--- src/rtl/isp_rgb_packer_pkg.sv ---
// Shared definitions for the RGB packer: channel tag codes and assembly FSM states.
package isp_rgb_packer_pkg;

    // Channel tag width and codes carried on color_in
    localparam int unsigned COLOR_BIT_CNT = 2;

    localparam logic [COLOR_BIT_CNT-1:0] VOID  = 2'd0;
    localparam logic [COLOR_BIT_CNT-1:0] RED   = 2'd1;
    localparam logic [COLOR_BIT_CNT-1:0] GREEN = 2'd2;
    localparam logic [COLOR_BIT_CNT-1:0] BLUE  = 2'd3;

    // Triplet assembly state: which channel is expected next
    typedef enum logic [1:0] {
        S_R = 2'd0,
        S_G = 2'd1,
        S_B = 2'd2
    } asm_state_e;

endpackage

--- src/rtl/isp_sync_fifo.sv ---
// Synchronous first-word-fall-through FIFO with occupancy count.
// A push while full only succeeds when a pop happens in the same cycle.
module isp_sync_fifo #(
    parameter int unsigned WIDTH  = 26,
    parameter int unsigned DEPTH  = 16,
    parameter int unsigned ADDR_W = 4
) (
    input  logic              clk,
    input  logic              rst_n,
    input  logic              i_push,
    input  logic [WIDTH-1:0]  i_wdata,
    input  logic              i_pop,
    output logic [WIDTH-1:0]  o_rdata,
    output logic              o_full,
    output logic              o_empty,
    output logic [ADDR_W:0]   o_level
);

    logic [WIDTH-1:0]  r_mem [DEPTH];
    logic [ADDR_W-1:0] r_wptr;
    logic [ADDR_W-1:0] r_rptr;
    logic [ADDR_W:0]   r_level;
    logic              w_push;
    logic              w_pop;

    assign o_empty = (r_level == '0);
    assign o_full  = (r_level == (ADDR_W+1)'(DEPTH));
    assign o_level = r_level;
    assign o_rdata = r_mem[r_rptr];

    assign w_pop  = i_pop && !o_empty;
    assign w_push = i_push && (!o_full || w_pop);

    // Storage, pointers and level; storage is cleared so the head reads 0 after reset
    always_ff @(posedge clk or negedge rst_n) begin
        if (!rst_n) begin
            for (int i = 0; i < int'(DEPTH); i++) begin
                r_mem[i] <= '0;
            end
            r_wptr  <= '0;
            r_rptr  <= '0;
            r_level <= '0;
        end else begin
            if (w_push) begin
                r_mem[r_wptr] <= i_wdata;
                r_wptr        <= r_wptr + 1'b1;
            end
            if (w_pop) begin
                r_rptr <= r_rptr + 1'b1;
            end
            if (w_push && !w_pop) begin
                r_level <= r_level + 1'b1;
            end else if (w_pop && !w_push) begin
                r_level <= r_level - 1'b1;
            end
        end
    end

endmodule

--- src/rtl/isp_rgb_packer.sv ---
// Assembles tagged R/G/B channel beats into packed 24-bit words, buffers them in a
// FWFT FIFO towards the host, and tracks ordering errors, overflow and row/frame ends.
module isp_rgb_packer
    import isp_rgb_packer_pkg::*;
#(
    parameter int unsigned COLOR_DEPTH = 8,
    parameter int unsigned DEPTH       = 16,
    parameter int unsigned ADDR_W      = 4
) (
    input  logic                     clk,
    input  logic                     rst_n,
    input  logic [COLOR_DEPTH-1:0]   pixel_in,
    input  logic                     valid_in,
    input  logic [COLOR_BIT_CNT-1:0] color_in,
    input  logic                     last_col_in,
    input  logic                     last_pic_in,
    input  logic                     clr_err,
    output logic [3*COLOR_DEPTH-1:0] rgb_out,
    output logic                     rgb_valid,
    input  logic                     rgb_ready,
    output logic                     last_col_out,
    output logic                     last_pic_out,
    output logic                     frame_done,
    output logic                     seq_err,
    output logic                     overflow,
    output logic [ADDR_W:0]          level,
    output logic [15:0]              row_cnt
);

    localparam int unsigned WORD_W = 3 * COLOR_DEPTH + 2;

    asm_state_e             r_state;
    logic [COLOR_DEPTH-1:0] r_red;
    logic [COLOR_DEPTH-1:0] r_green;
    logic                   r_seq_err;
    logic                   r_overflow;
    logic                   r_frame_done;
    logic [15:0]            r_row_cnt;

    logic                   w_expected;
    logic                   w_viol;
    logic                   w_push;
    logic                   w_pop;
    logic                   w_full;
    logic                   w_empty;
    logic                   w_drop;
    logic [WORD_W-1:0]      w_wdata;
    logic [WORD_W-1:0]      w_rdata;

    // A beat is in order when its tag matches the channel the FSM is waiting for
    always_comb begin
        w_expected = 1'b0;
        unique case (r_state)
            S_R:     w_expected = (color_in == RED);
            S_G:     w_expected = (color_in == GREEN);
            S_B:     w_expected = (color_in == BLUE);
            default: w_expected = 1'b0;
        endcase
    end

    assign w_viol  = valid_in && !w_expected;
    assign w_push  = valid_in && (r_state == S_B) && (color_in == BLUE);
    assign w_pop   = rgb_valid && rgb_ready;
    assign w_drop  = w_push && w_full && !w_pop;
    assign w_wdata = {r_red, r_green, pixel_in, last_col_in, last_pic_in};

    // Assembly FSM; an out-of-order RED restarts the triplet instead of being lost
    always_ff @(posedge clk or negedge rst_n) begin
        if (!rst_n) begin
            r_state <= S_R;
            r_red   <= '0;
            r_green <= '0;
        end else if (valid_in) begin
            if (w_expected) begin
                unique case (r_state)
                    S_R: begin
                        r_red   <= pixel_in;
                        r_state <= S_G;
                    end
                    S_G: begin
                        r_green <= pixel_in;
                        r_state <= S_B;
                    end
                    default: r_state <= S_R;
                endcase
            end else if (color_in == RED) begin
                r_red   <= pixel_in;
                r_green <= '0;
                r_state <= S_G;
            end else begin
                r_red   <= '0;
                r_green <= '0;
                r_state <= S_R;
            end
        end
    end

    // Sticky flags: a new error in the clear cycle keeps the flag set
    always_ff @(posedge clk or negedge rst_n) begin
        if (!rst_n) begin
            r_seq_err  <= 1'b0;
            r_overflow <= 1'b0;
        end else begin
            r_seq_err  <= w_viol || (r_seq_err && !clr_err);
            r_overflow <= w_drop || (r_overflow && !clr_err);
        end
    end

    // Row counting and end-of-frame pulse on the consumer side
    always_ff @(posedge clk or negedge rst_n) begin
        if (!rst_n) begin
            r_row_cnt    <= '0;
            r_frame_done <= 1'b0;
        end else begin
            r_frame_done <= w_pop && last_pic_out;
            if (w_pop && last_pic_out) begin
                r_row_cnt <= '0;
            end else if (w_pop && last_col_out) begin
                r_row_cnt <= r_row_cnt + 16'd1;
            end
        end
    end

    isp_sync_fifo #(
        .WIDTH  (WORD_W),
        .DEPTH  (DEPTH),
        .ADDR_W (ADDR_W)
    ) u_fifo (
        .clk     (clk),
        .rst_n   (rst_n),
        .i_push  (w_push),
        .i_wdata (w_wdata),
        .i_pop   (w_pop),
        .o_rdata (w_rdata),
        .o_full  (w_full),
        .o_empty (w_empty),
        .o_level (level)
    );

    assign rgb_valid    = !w_empty;
    assign rgb_out      = w_rdata[WORD_W-1:2];
    assign last_col_out = w_rdata[1];
    assign last_pic_out = w_rdata[0];
    assign frame_done   = r_frame_done;
    assign seq_err      = r_seq_err;
    assign overflow     = r_overflow;
    assign row_cnt      = r_row_cnt;

endmodule

--- config.mk ---
export PLATFORM = sky130hd
export DESIGN_NAME = isp_rgb_packer
export DESIGN_NICKNAME = d
export VERILOG_FILES = /design/src/rtl/isp_rgb_packer_pkg.sv /design/src/rtl/isp_sync_fifo.sv /design/src/rtl/isp_rgb_packer.sv
export SDC_FILE = /design/constraint.sdc
export NUM_CORES = 1
export LEC_CHECK = 0
export CELL_PAD_IN_SITES_DETAIL_PLACEMENT = 0
export CELL_PAD_IN_SITES_GLOBAL_PLACEMENT = 1
export CORE_MARGIN = 3
export CORE_UTILIZATION = 59
export DETAILED_ROUTE_END_ITERATION = 10
export DONT_BUFFER_PORTS = 1
export PLACE_DENSITY = 0.91
export SETUP_SLACK_MARGIN = 0.3
export SYNTH_ARGS = -nofsm -noshare
export SYNTH_HDL_FRONTEND = slang
export SYNTH_HIERARCHICAL = 1
export SYNTH_SLANG_ARGS = --single-unit
--- constraint.sdc ---
create_clock -name clk -period 7.25 [get_ports clk]
set_clock_uncertainty 0.15 [all_clocks]
set_input_delay 1.45 -clock clk [delete_from_list [all_inputs] [get_ports clk]]
set_output_delay 1.45 -clock clk [all_outputs]
set_load 0.01 [all_outputs]
* Word-level counts from Yosys, hierarchy flattened *
Cells that the tools add are included.

operators by class
  add/subtract/negate cells = 5
  $lt $le $gt $ge = 3
  equality and inequality tests = 8
  mux-type cells = 19
  bitwise gates (word level) = 2
  reduce and logical (&&, ||, !) cells = 31

operators by type and width
  kind                                                         count
  bitwise mux 416 bit                                          1
  binary-select mux 26 bit (select 4 bit)                      1
  demux 26 bit (select 4 bit)                                  1
  two-way mux 26 bit                                           3
  two-way mux 8 bit                                            5
  two-way mux 16 bit                                           2
  adder 16 x 1 -> 16 bit (second input constant)               1
  logical AND 1 bit                                            15
  greater-or-equal comparator 5 bit (second input constant)    2
  two-way mux 5 bit                                            2
  NOT 4 -> 5 bit                                               2
  adder 4 x 1 -> 4 bit (second input constant)                 2
  zero test 1 bit                                              7
  == test 2 bit (second input constant)                        3
  adder 5 x 1 -> 5 bit (second input constant)                 1
  == test 5 bit (second input constant)                        1
  zero test 5 bit                                              1
  less-than comparator 5 x 1 -> 1 bit (second input constant)  1
  subtractor 5 x 1 -> 5 bit (second input constant)            1
  == test 2 x 1 -> 1 bit (second input constant)               2
  != test 2 x 1 -> 1 bit (second input constant)               2
  case mux 2 bit (2 select lines)                              1
  AND reduction 2 bit                                          2
  nonzero test 2 bit                                           2
  5 further kinds                                              7

storage, ports and cells
  flip-flop bits (word level) = 466
  input bits = 17

* Logic depth before layout (Yosys ltp) *
  depth after elaboration = 10
  mapped depth = 15
  mapped depth without buffers = 14

* Modules after synthesis *
The synthesis kept the hierarchy.

modules (own cells, without submodules)
  module          instances  cells each  area an instance (µm²)  seq. area each (µm²)
  isp_sync_fifo   1          1,209       19,489.9                10,735.3
  isp_rgb_packer  1          163         1,717.9                 925.9

* Worst setup path after synthesis *
OpenSTA, ideal clock, no wires.

  path type = input -> register
  start = input color_in[0]
  end = register u_fifo.r_level[4], in the netlist u_fifo/o_level[4]
  data arrival time = 3.800 ns
  required time = 6.964 ns
  setup slack = 3.164 ns
  cell stages on the path = 9
  path buffers = 0
  cell sequence = nand2b_1 nor2_1 o21a_1 ha_1 inv_1 fa_1 a21o_1 a2111oi_0 o31ai_1

between the ends
  cells in the longest elaborated chain, start to end = 6
  elaborated cells on any way between the ends = 8

RTL lines
  what                          line                  source
  start: declaration            isp_rgb_packer.sv:14  input logic [COLOR_BIT_CNT-1:0] color_in,
  == test 2 bit (*)             isp_rgb_packer.sv:62  assign w_push = valid_in && (r_state == S_B) && (color_in == BLUE);
  logical AND 1 bit (*)         isp_rgb_packer.sv:62
  via w_push                    isp_rgb_packer.sv:42  logic w_push;
  logical AND 1 bit (*)         isp_sync_fifo.sv:32   assign w_push = i_push && (!o_full || w_pop);
  via u_fifo.w_push             isp_sync_fifo.sv:23   logic w_push;
  zero test 1 bit               isp_sync_fifo.sv:53   end else if (w_pop && !w_push) begin
  logical AND 1 bit             isp_sync_fifo.sv:53
  nonzero test 2 bit (no line)  -
  end signal: assignment        isp_sync_fifo.sv:52   r_level <= r_level + 1'b1;
  end signal: assignment        isp_sync_fifo.sv:54   r_level <= r_level - 1'b1;
  end: declaration              isp_sync_fifo.sv:22   logic [ADDR_W:0] r_level;

The timed path passes the listed nets; every way through them passes the cells marked *.
A chain may end at the register's enable or synchronous reset.

* Final worst setup path *
  start = register u_fifo.r_rptr[1]
  end = output rgb_out[12]

between the ends
  cells in the longest elaborated chain, start to end = 4

RTL lines
  what                                                    line                  source
  start: declaration                                      isp_sync_fifo.sv:21   logic [ADDR_W-1:0] r_rptr;
  start signal: assignment                                isp_sync_fifo.sv:49   r_rptr <= r_rptr + 1'b1;
  NOT 4 -> 5 bit (implied by the code)                    isp_sync_fifo.sv:29   assign o_rdata = r_mem[r_rptr];
  binary-select mux 26 bit (select 4 bit)                 isp_sync_fifo.sv:29
  two-way mux 26 bit (implied by the code) (2 in series)  isp_sync_fifo.sv:29
  end: declaration                                        isp_rgb_packer.sv:18  output logic [3*COLOR_DEPTH-1:0] rgb_out,

Every way passes these cells. The select of a mux whose other input is x is not followed.

==> results.json <==
{
  "io_pins": 68,
  "syn-instance-count": 1372,
  "gp_congestion": 0.7413,
  "via_count": 11670,
  "start_kind": "flip-flop",
  "status": "completed",
  "numCtsBuffers": 48,
  "die_y_um": 195.6,
  "worstSkewPairLatency_ps": 560,
  "crit_chain": "buf_4 > mux4_2 > a22oi_1 > nand2_1",
  "fin_area_um2": 23070,
  "startpoint": "u_fifo/r_rptr[1]$_DFFE_PN0P_",
  "cts_tree": "built",
  "synth_top_area_cell": "dfrtp_1",
  "hold_violations": 0,
  "max_slew_margin_pct": 16.24,
  "track_usage_pct": 24.49,
  "p_leak_nw": 10.95,
  "critPathSlowestCell": "dfrtp_4",
  "worstReg2RegStart": "u_fifo/o_level[0]$_DFFE_PN0P_",
  "min_period_ps": 4855,
  "ir_drop_v": 0.0002433,
  "cts.sinks": 466,
  "final_antenna_net_count": 0,
  "final_util_pct": 65.97,
  "cp-end-kind": "output port",
  "synth-edff-count": 0,
  "die_w_um": 195.6,
  "htreeDepth": 2,
  "antenna_cells": 0,
  "post_dp_cell_area_um2": 21500,
  "synth.top_cell.area_share_pct": 54.99,
  "netlist_top_cells_count": "466 x dfrtp_1, 395 x mux2_2, 104 x mux4_2, 57 x nand2_1, 53 x clkbuf_1",
  "ys.warnings.count": 6,
  "avgSynthCellArea_um2": 15.46,
  "crit_buf_inv": 1,
  "drt_iter0_drc": 883,
  "ys_seq_elements": 466,
  "grt_start_max_net_pins": 467,
  "hpwl_um": 25880,
  "antenna_found_initial": 0,
  "globalRoute.totalOverflow": 0,
  "synth_area_leaders": "dfrtp_1 55%, mux2_2 21%, mux4_2 11%",
  "async_reset_ff_share_pct": 100.0,
  "path_max_fanout": 60,
  "min_from": "u_fifo/r_mem[35]$_DFFE_PN0P_",
  "areaGrowthSynthToFinish_pct": 8.779,
  "clockBufferDepth": 3,
  "cp.arrival_ps": 3250,
  "grt_pass1_wl_um": 73240,
  "post_cts_resized": 0,
  "seq_area_frac_synth_pct": 54.99,
  "report.final.slew_viol_count": 0,
  "initial_utilization_pct": 60.65,
  "rsz0062_at_grt": "false",
  "drive_gt1_share_pct": 47.20,
  "yosys_most_used_dff": "dfrtp_1",
  "cp.required_ps": 5650,
  "synth_nets": 1400,
  "nets": 1364,
  "grt_pass1_vias": 12398,
  "finalCritPeriodShare_pct": 66.96,
  "critPathKind": "reg2out",
  "holdBufCountCts": 0,
  "wl_per_cell_um": 25.05,
  "ys_types": 55,
  "cp_top_family": "flip-flops",
  "hp-class": "reg2reg",
  "clkTransAtPathRegs_ps": 60,
  "root_buffer": "clkbuf_16",
  "synth_area_um2": 21210,
  "place_inst": 1741,
  "finalSetupTns_ps": 0,
  "core_um2": 34970,
  "dr.pass1.iters": 4,
  "max_cap_violations": 0,
  "row_count": 68,
  "finalNonFillerCells": 1828,
  "finalSetupViolations": 0,
  "drc": 0,
  "worstMarginPinSlew_ps": 1256,
  "port_buffers": 0,
  "vias_per_cell": 6.384,
  "wirelength_um": 45790,
  "slowest_delay_ps": 1050,
  "cts_post_setup_buffers_inserted": 0,
  "powerDensity_nw_per_um2": 289.7,
  "max_freq_ghz": 0.2060,
  "die-area_um2": 38260,
  "yosysMostFrequentCell": "dfrtp_1"
}
-- cell usage in the layout, fill, tap and decap left out, types with 2 or more instances in the layout --
cell type   count
mux2_2        395
inv_1          19
nand4_1         6
a31oi_1         2
nor2_4         12
nor2_2          2
clkbuf_8        9
xnor2_1        11
o21ai_0        12
or4_1           2
nor2_1         11
nand2b_1        6
mux2_4         23
o211ai_1        2
ha_1           10
buf_4          14
o21a_1          3
o211ai_4        4
bufinv_16       3
nor3_1          4
a21o_1          2
nand3_1         6
clkbuf_16      49
a22o_1          9
xor2_1          6
clkinv_2       12
dfrtp_1       464
mux2i_1         9
or3_1           3
nor4_1          2
clkinvlp_4      3
clkbuf_1        9
a22oi_1        52
nand2_1        57
and4_1          2
mux4_2        104
nor3_4          4
a21oi_1         6
dfrtp_4         2
-- logic make-up (layout without fill, tap and decap cells) --
logic type,after synthesis,count (layout),share of synthesized area (%)
and+or+nand+nor,127,127,3.251
xor gates and xnor gates,17,17,0.7021
DFF,466,466,54.99
adders and majority gates,11,11,0.6844
AOI/OAI and AO/OA,100,100,3.658
buffers and inverters,120,121,2.649
muxes,531,531,34.07
-- worst reg2reg max path: stages, from the launching register on --
cell       delay (ps)
dfrtp_1           480
or4_1             840
nor2_1            290
inv_1             140
nand2_1           170
inv_1             120
nand2b_1          340
o21a_1            340
ha_1              270
inv_1             190
ha_1              300
a21o_1            220
a2111oi_0         440
o31ai_1           150
-- worst paths after layout --
check / cells after the start / slack (ps) / end
max: 4 / 2400 / rgb_out[12]
min: 1 / 350 / u_fifo/r_mem[35]$_DFFE_PN0P_
max reg2reg: 13 / 2690 / u_fifo/o_level[4]$_DFFE_PN0P_
min reg2reg: 1 / 350 / u_fifo/r_mem[35]$_DFFE_PN0P_
max in group asynchronous: 0 / 5350 / u_fifo/r_rptr[1]$_DFFE_PN0P_
min in group asynchronous: 0 / 440 / u_fifo/o_level[0]$_DFFE_PN0P_
-- flip-flops by register name, summed over array words and instances (netlist names) --
| name | cells |
|---|---|
| u_fifo/o_level | 5 |
| frame_done | 1 |
| u_fifo/r_rptr | 4 |
| r_state | 2 |
| row_cnt | 16 |
| r_red | 8 |
| seq_err | 1 |
| r_green | 8 |
| overflow | 1 |
| u_fifo/r_wptr | 4 |
| u_fifo/r_mem | 416 |
-- power breakdown --
group | switching [W] | total (W) | leakage, nW | internal, W
clock network | 0.00100 | 0.00244 | 0.778 | 0.00144
logic | 0.000580 | 0.00110 | 3.74 | 0.000523
registers | 0.000349 | 0.00314 | 6.43 | 0.00279
total | 0.00193 | 0.00668 | 10.9 | 0.00475
-- layer usage --
layer / track usage (%) / wire length, µm / part of all wire [%]
met5: 0 / 0 / 0
met4: 5.625 / 907 / 2.0
met2: 40.46 / 22620 / 49
met1: 34.82 / 20120 / 44
met3: 3.968 / 2142 / 4.7
-- per-stage QoR --
stage	hold slack (ps)	setup slack [ps]	total power, W
floorplan	325.2	3164	0.003959
global placement	333.6	2865	0.004251
detailed placement	340.2	2787	0.004289
CTS	353.5	2394	0.006739
global route	361.2	2244	0.006966
finish	350.0	2395	0.006684
-- layout make-up --
class | instances | area [µm²]
timing repair buffer | 15 | 125.1
tap | 455 | 569.3
clock buffer | 67 | 1384
sequential | 466 | 11670
inverter | 19 | 71.32
clock inverter | 20 | 190.2
fill | 2373 | 11900
multi-input combinational | 786 | 9061
Note: power is estimated with default switching activity, not from simulation.
